--- src/rtl/pll_sup_pkg.sv ---
// rtl/pll_sup_pkg.sv - shared state type, default parameters and timer sizing for pll_lock_supervisor
package pll_sup_pkg;

    typedef enum logic [1:0] {
        S_PLLRST,
        S_WAIT_LOCK,
        S_STABLE,
        S_RUN
    } pll_sup_state_t;

    localparam int DEF_STABLE_CYCLES = 1024;
    localparam int DEF_PLLRST_CYCLES = 16;
    localparam int DEF_LOCK_TIMEOUT  = 65536;
    localparam int DEF_CNT_WIDTH     = 16;

    // One shared timer serves every state, so it must hold the largest limit minus one.
    function automatic int timer_width(input int a, input int b, input int c);
        int m;
        m = a;
        if (b > m) m = b;
        if (c > m) m = c;
        return (m > 1) ? $clog2(m) : 1;
    endfunction

    localparam int DEF_TIMER_WIDTH = timer_width(DEF_STABLE_CYCLES, DEF_PLLRST_CYCLES, DEF_LOCK_TIMEOUT);

endpackage

--- src/rtl/sync_2ff.sv ---
// rtl/sync_2ff.sv - two-flop synchroniser, asynchronous active-high reset to 0
module sync_2ff (
    input  logic clk,
    input  logic rst,
    input  logic d,
    output logic q
);

    (* ASYNC_REG = "TRUE" *) logic meta;
    (* ASYNC_REG = "TRUE" *) logic sync_q;

    // Two back-to-back flops give the first stage a full cycle to resolve metastability.
    always_ff @(posedge clk or posedge rst) begin
        if (rst) begin
            meta   <= 1'b0;
            sync_q <= 1'b0;
        end else begin
            meta   <= d;
            sync_q <= meta;
        end
    end

    assign q = sync_q;

endmodule

--- src/rtl/pll_lock_supervisor.sv ---
// rtl/pll_lock_supervisor.sv - PLL lock supervisor; loss counter built only when PLL_SUP_LOSS_COUNT_EN is defined
module pll_lock_supervisor
    import pll_sup_pkg::*;
#(
    parameter int STABLE_CYCLES = DEF_STABLE_CYCLES,
    parameter int PLLRST_CYCLES = DEF_PLLRST_CYCLES,
    parameter int LOCK_TIMEOUT  = DEF_LOCK_TIMEOUT,
    parameter int CNT_WIDTH     = DEF_CNT_WIDTH
) (
    input  logic                 CLK,
    input  logic                 RESET,
    input  logic                 LOCKED_ASYNC,
    input  logic                 SOFT_RESET,
    output logic                 PLL_RST,
    output logic                 RESET_OUT,
    output logic                 READY,
    output logic [CNT_WIDTH-1:0] LOSS_COUNT
);

    localparam int TW = timer_width(STABLE_CYCLES, PLLRST_CYCLES, LOCK_TIMEOUT);

    localparam logic [TW-1:0] PLLRST_LAST  = TW'(PLLRST_CYCLES - 1);
    localparam logic [TW-1:0] TIMEOUT_LAST = TW'(LOCK_TIMEOUT - 1);
    localparam logic [TW-1:0] STABLE_LAST  = TW'(STABLE_CYCLES - 1);

    pll_sup_state_t state;
    pll_sup_state_t nxt_state;
    logic [TW-1:0]  timer;
    logic           lock_s;
    logic           restart_timer;

    sync_2ff u_lock_sync (
        .clk (CLK),
        .rst (RESET),
        .d   (LOCKED_ASYNC),
        .q   (lock_s)
    );

    // Next-state selection; a soft reset overrides every other transition.
    always_comb begin
        nxt_state = state;
        if (SOFT_RESET) begin
            nxt_state = S_PLLRST;
        end else begin
            case (state)
                S_PLLRST: begin
                    if (timer == PLLRST_LAST) nxt_state = S_WAIT_LOCK;
                end
                S_WAIT_LOCK: begin
                    if (lock_s)                     nxt_state = S_STABLE;
                    else if (timer == TIMEOUT_LAST) nxt_state = S_PLLRST;
                end
                S_STABLE: begin
                    if (!lock_s)                   nxt_state = S_WAIT_LOCK;
                    else if (timer == STABLE_LAST) nxt_state = S_RUN;
                end
                S_RUN: begin
                    if (!lock_s) nxt_state = S_PLLRST;
                end
            endcase
        end
    end

    // A soft reset while already in S_PLLRST restarts the pulse, so it also clears the timer.
    assign restart_timer = SOFT_RESET || (nxt_state != state);

    // State, shared timer and outputs; outputs decode the next state so they move with the state register.
    always_ff @(posedge CLK or posedge RESET) begin
        if (RESET) begin
            state     <= S_PLLRST;
            timer     <= '0;
            PLL_RST   <= 1'b1;
            RESET_OUT <= 1'b1;
            READY     <= 1'b0;
        end else begin
            state     <= nxt_state;
            timer     <= restart_timer ? '0 : timer + 1'b1;
            PLL_RST   <= (nxt_state == S_PLLRST);
            RESET_OUT <= (nxt_state != S_RUN);
            READY     <= (nxt_state == S_RUN);
        end
    end

`ifdef PLL_SUP_LOSS_COUNT_EN
    logic [CNT_WIDTH-1:0] loss_q;
    logic                 loss_event;

    // A loss is a lock drop seen in S_RUN that is not masked by a simultaneous soft reset.
    assign loss_event = (state == S_RUN) && !lock_s && !SOFT_RESET;

    // Saturating lock-loss counter.
    always_ff @(posedge CLK or posedge RESET) begin
        if (RESET) begin
            loss_q <= '0;
        end else if (loss_event && (loss_q != {CNT_WIDTH{1'b1}})) begin
            loss_q <= loss_q + 1'b1;
        end
    end

    assign LOSS_COUNT = loss_q;
`else
    assign LOSS_COUNT = '0;
`endif

endmodule

--- config.mk ---
export PLATFORM = sky130hd
export DESIGN_NAME = pll_lock_supervisor
export DESIGN_NICKNAME = d
export VERILOG_FILES = /design/src/rtl/pll_sup_pkg.sv /design/src/rtl/sync_2ff.sv /design/src/rtl/pll_lock_supervisor.sv
export SDC_FILE = /design/constraint.sdc
export NUM_CORES = 1
export LEC_CHECK = 0
export CAP_MARGIN = 5
export CORE_ASPECT_RATIO = 1.2
export CORE_MARGIN = 5
export CORE_UTILIZATION = 51
export CTS_CLUSTER_SIZE = 12
export DETAILED_ROUTE_END_ITERATION = 16
export HOLD_SLACK_MARGIN = 0.12
export PLACE_DENSITY = 0.79
export SETUP_SLACK_MARGIN = 0.15
export SYNTH_ARGS = -nofsm -noshare
export SYNTH_HDL_FRONTEND = slang
export SYNTH_SLANG_ARGS = --single-unit
--- constraint.sdc ---
create_clock -name CLK -period 2.5 [get_ports CLK]
set_input_delay 0.375 -clock CLK [delete_from_list [all_inputs] [get_ports CLK]]
set_output_delay 0.375 -clock CLK [all_outputs]
set_load 0.01 [all_outputs]
; ---- Word-level counts from Yosys, hierarchy flattened
; Index checks and enable logic that the tools add are counted.
[word_totals]
reg_bits = 23
latchBits = 0
ramBits = 0
mem_bits_ro = 0
inputBits = 4
output_inout_bits = 19
elab_cells = 29
memories = 0
[classes]
n_addsub = 1
multipliers = 0
n_div = 0
n_lt_le_gt_ge = 0
eq_ne = 9
shifts = 0
muxes = 9
bitwise_logic = 0
n_reduce_logical = 3
[ops]
columns = operator, count
row1 = $add 16x1->16 const B, 1
row2 = $eq 16x10->1 const B, 1
row3 = $eq 16x16->1 const B, 1
row4 = $eq 16x4->1 const B, 1
row5 = $mux 16, 1
row6 = $mux 2, 7
row7 = $pmux 2 s4, 1
row8 = $eq 2x2->1 const B, 3
row9 = $logic_not 2->1, 2
row10 = $eq 2x1->1 const B, 1
row11 = $ne 2x2->1, 1
row12 = $ne 2x2->1 const B, 1
row13 = $logic_or 1x1->1, 1

; ---- Longest topological paths before layout
[logic_depth]
depth_word = 8
ltp_mapped = 7
depth_no_buf = 6

; ---- Modules after synthesis
; A second synthesis with hierarchy kept.
[unflattened]
hier_cells = 126
hier_area_um2 = 1285.0
[by_module_without_submodules]
columns = module, instances, cells_each, area_per_inst_um2, seq_area_each_um2
row1 = pll_lock_supervisor, 1, 123, 1231.2, 528.0
row2 = sync_2ff, 1, 3, 53.8, 50.0

; ---- Worst setup path after synthesis
; OpenSTA, ideal clock, no wires.
[synth_path]
path_kind = register -> register
start = register timer[13]
end = register timer[15]
setup_time_ps = 139
t_arrival_ps = 1674
required_ps = 2361
path_slack_ps = 687
stages_incl_launch_ff = 7
path_buffers = 1
period_less_slack_ps = 1813
path_cell_list = dfrtp_1 or4_4 nor3_4 nand2_1 a221oi_2 buf_6 nor3_1
[synth_between]
elab_chain_len = 8
word_cells_on_any_way = 14
classes_between = add/sub: 1 / eq/ne: 4 / mux: 8 / reduce/logical: 1
[synth_lines]
columns = element, line
row1 = start: declaration, pll_lock_supervisor.sv:28  ; logic [TW-1:0] timer;
row2 = start signal: assignment, pll_lock_supervisor.sv:77  ; timer <= restart_timer ? '0 : timer + 1'b1;
row3 = $eq 16x10->1 or $eq 16x16->1 (tied branches), "pll_lock_supervisor.sv:55, pll_lock_supervisor.sv:51"
row4 = "$mux 2, on equally long branches", "pll_lock_supervisor.sv:55, pll_lock_supervisor.sv:51"
row5 = "$mux 2, on equally long branches", "pll_lock_supervisor.sv:54, pll_lock_supervisor.sv:50"
row6 = $pmux 2 s4, pll_lock_supervisor.sv:45  ; case (state)
row7 = $mux 2, pll_lock_supervisor.sv:42  ; if (SOFT_RESET) begin
row8 = $ne 2x2->1, pll_lock_supervisor.sv:65  ; assign restart_timer = SOFT_RESET || (nxt_state != state);
row9 = $logic_or 1x1->1, pll_lock_supervisor.sv:65
row10 = $mux 16 *, pll_lock_supervisor.sv:77
; Mark *: on every way between the ends. The rest lies on a longest branch, timed or not.

; ---- Final worst setup path
[layout_path]
start = register timer[0]
end = register timer[7]
; The elaborated chain is that of the path after synthesis.

==> impl_results.rst <==
.. list-table::
   :header-rows: 1

   * - Metric
     - Value
   * - Power per cell area
     - approximately 440 nW/um^2
   * - Setup TNS Final
     - 0 ns
   * - Synth Area per Inst
     - ~10 sq um
   * - Share of power burned in registers
     - 0.649
   * - Final clock period utilization by the worst path
     - 0.824
   * - Number of fillers in the final layout
     - 200
   * - Die Footprint
     - roughly 3600 sq um
   * - Number of distinct library cell variants in the gate-level netlist after synthesis
     - 36
   * - Antenna violations before repair
     - 0
   * - Clock Skews
     - 0.0101 ns
   * - Number of rows in the core area
     - 19
   * - Detail Route Antenna Nets
     - 0
   * - Starting density of the core
     - 0.541
   * - Max frequency
     - ~500 MHz
   * - Post-DP HPWL
     - about 1700 um
   * - Clock tree from TritonCTS
     - done
   * - Share of Yosys cell area claimed by the top area cell type
     - 0.413
   * - Number of primary I/O pins
     - 23
   * - Worst Path Required
     - about 2.7 ns
   * - Vias per std cell
     - roughly 5.5
   * - CTS Root Buffer Type
     - clkbuf_4
   * - Longest individual stage delay on the worst path
     - 0.45 ns
   * - Total setup violations reported at the end of the flow
     - 0
   * - Crit Reg-Reg Startpoint
     - timer[0]
   * - Worst-case clock buffer depth
     - 2
   * - Detailed Routing Iterations Pass 1
     - 4
   * - Instance count of the mapped netlist
     - ~130
   * - Chip Height
     - ~65 um
   * - Number of max-slew violations in the final report
     - 0
   * - Critical path launch point type
     - flop
   * - Number of global-route vias before repair
     - ~900
   * - CTS H-tree depth
     - 1
   * - Internal portion of total power
     - 448 uW
   * - Number of maximum-capacitance violations
     - 0
   * - Die width
     - 55.6 um
   * - Cell occurring most often along the worst timing path
     - nor3_1
   * - Gpl congestion
     - 0.751
   * - Depth of the most critical reg-to-reg path
     - 7
   * - Reg-to-reg endpoint
     - timer[7]
   * - Post-layout net count
     - 142
   * - Combined area of all synthesized cells
     - about 1300 sq um
   * - Combinational cell fraction of total power
     - 0.064
   * - Cells along the critical path
     - ha_1, nand3_1, nor3_1, a211oi_1, a221oi_2, buf_4, nor3_1
   * - All-layer global routing usage
     - 0.137
   * - Headroom to the max-slew limit
     - 0.433
   * - Count of warnings emitted by yosys
     - 0
   * - Maximum fanout along the worst path
     - 11
   * - Critical path data arrival time
     - around 2.3 ns
   * - Actual transition at the worst max-transition pin
     - between 0.8 and 0.9 ns
   * - Ant. Diodes
     - 0
   * - Wire length of the first global-routing pass
     - between 3000 and 4000 um
   * - Start-to-end type of the worst setup path
     - reg -> reg
   * - Hold worst-path end
     - u_lock_sync.q
   * - Static power due to leakage
     - slightly below 0.0006 uW
   * - Slowest cell on the critical path
     - nor3_1
   * - Hold bufs inserted after CTS
     - 0
   * - Ratio of cells with drive above 1 in the final layout
     - 0.0956
   * - Total of flip-flops plus latches after synthesis
     - 23
   * - Residual overflow from global routing
     - 0
   * - Clock input transition at the sequential cells of the worst setup and hold paths
     - between 0.1 and 0.15 ns
   * - Layout area overhead
     - 4.22%
   * - Result of the run
     - completed
   * - Final Hold Viols
     - 0
   * - Per-cell routed wire length
     - around 14 um
   * - Insertion delay to the later sink of the worst-skew pair
     - between 0.3 and 0.4 ns
   * - Port Buffer Count
     - 6
   * - Library cell with the largest summed area after synthesis
     - dfrtp_1
   * - Min-Delay Startpoint
     - u_lock_sync.meta
   * - Wirelength, routed
     - roughly 2300 um
   * - PostCTS Resize Cnt
     - 0
   * - Iter 0 DRT Violations
     - 19
   * - Endpoint kind of the worst setup timing path
     - flop
   * - Clock period minus worst slack
     - around 2.1 ns
   * - Fraction of power spent switching nets
     - 0.240
   * - Placed cell areas
     - approximately 1300 sq um
   * - Sequential area share after synthesis
     - 0.454
   * - Largest cells by area after synthesis
     - dfrtp_1, buf_4, xnor2_1, xor2_1, nor3_1
   * - Setup repair after global routing missed its margin
     - no
   * - Sinks on Clock Net
     - 23
   * - Minimum setup slack among reg-to-reg paths
     - between 0.4 and 0.5 ns
   * - Clock buffer count from CTS
     - 3
   * - Total number of vias
     - a little over 900
   * - Path class of the lowest-slack min-delay path
     - reg -> reg
   * - DR DRC count
     - 0
   * - Clock power frac
     - 0.287
   * - Core box area
     - 2350 sq um
   * - Psw
     - around 140 uW
   * - Final instance area
     - approximately 1300 sq um
   * - Pin count of the biggest net entering global routing
     - 24
   * - IR Drop Worst-Case VDD
     - between 0.0002 and 0.0003 V
   * - Worst hold stages
     - 0
   * - Post-CTS Setup Bufs
     - 0
==> synthesized netlist by cell type (all sizes together) <==
cell,n
conb,1
and3,4
o31ai,1
nor3,13
nand2,5
o21ai,2
and4,2
a31o,1
o21ba,1
nand3,6
inv,3
xor2,7
a211oi,1
nand3b,1
xnor2,7
o211a,1
or2b,1
nor4,3
a21oi,3
o21a,1
or3,1
nor3b,1
a221oi,1
nor2,9
dfrtp,21
dfstp,2
or4,1
ha,1
and2,2
buf,17
nand4,6
clkbuf,3
==> sequential cells by signal, summed over array words and instances (netlist names) <==
name,flops
timer,16
state,2
PLL_RST,1
READY,1
RESET_OUT,1
u_lock_sync.meta,1
u_lock_sync.q,1
==> worst max-delay path: cells and delay by family (launching register included) <==
kind | cells | cell delay (ns)
compound gates | 2 | 0.40
flops | 1 | 0.41
simple gates | 3 | 0.69
buf+inv | 1 | 0.21
fa+ha+maj | 1 | 0.22
==> power groups by stage <==
stage	logic, uW	registers (uW)	clock network (uW)
2_1_floorplan	45.3	388	0
3_3_place_gp	36.1	389	0
3_5_place_dp	37.7	390	0
4_1_cts	37.7	383	175
5_1_grt	42.5	384	195
6_report	37.7	383	169
==> cell type report <==
cell class | instances | area, sq um | area share
multi-input cells | 98 | 597 | 0.450
clock buffers | 3 | 22.5 | 0.0170
clock inverters | 1 | 5.00 | 0.00377
flip-flops and latches | 23 | 578 | 0.435
repair buffers | 8 | 75.1 | 0.0566
well taps | 31 | 38.8 | 0.0292
inverters | 3 | 11.3 | 0.00848
==> metal layers <==
layer	up-vias	track usage	part of all wire
met3	7	0.0198	0.050
met1	451	0.146	0.40
met4	0	0.0942	0.025
li1	438	-	-
met5	-	0	0
met2	30	0.249	0.52
==> layout by cell type, fill, tap and decap left out, types with 2 or more instances in the layout <==
cell type,count
nand3_1,6
and3_1,4
nor2_1,9
inv_1,3
buf_4,2
dfrtp_1,21
nand4_1,6
conb_1,16
dfstp_2,2
xor2_1,7
clkbuf_4,3
nor4_1,3
a21oi_1,3
nor3_1,12
and4_1,2
xnor2_1,7
clkdlybuf4s50_1,6
nand2_1,5
and2_1,2
==> worst max-delay path by stage <==
stage,to,cells after the start,start,slack (ns)
after floorplan,timer[15],6,timer[13],0.69
after global placement,timer[5],7,SOFT_RESET,0.46
after detailed placement,timer[5],7,SOFT_RESET,0.41
after CTS,timer[7],7,timer[0],0.46
after global routing,timer[10],7,timer[0],0.32
final,timer[7],7,timer[0],0.44
==> metrics by stage <==
step	setup slack (ns)	hold WS [ns]	total power, uW	cells	utilization
2_1_floorplan	0.687	0.331	434	144	-
3_3_place_gp	0.463	0.333	425	163	0.552
3_5_place_dp	0.408	0.344	427	163	0.552
4_1_cts	0.456	0.372	596	167	0.564
5_1_grt	0.317	0.392	621	167	0.564
6_report	0.441	0.365	590	167	0.564
==> cell families (layout without fill, tap and decap cells) <==
kind of cell / Yosys count / after routing / share of synthesized area
AND/OR/NAND/NOR: 55 / 55 / 0.244
other: 1 / 16 / 0.00294
adder cells (fa/ha/maj): 1 / 1 / 0.00982
buffers and inverters: 23 / 15 / 0.122
AO/OA/AOI/OAI: 12 / 12 / 0.0717
flip-flops: 23 / 23 / 0.454
XOR/XNOR: 14 / 14 / 0.0963
Note: power is estimated with default switching activity, not from simulation.
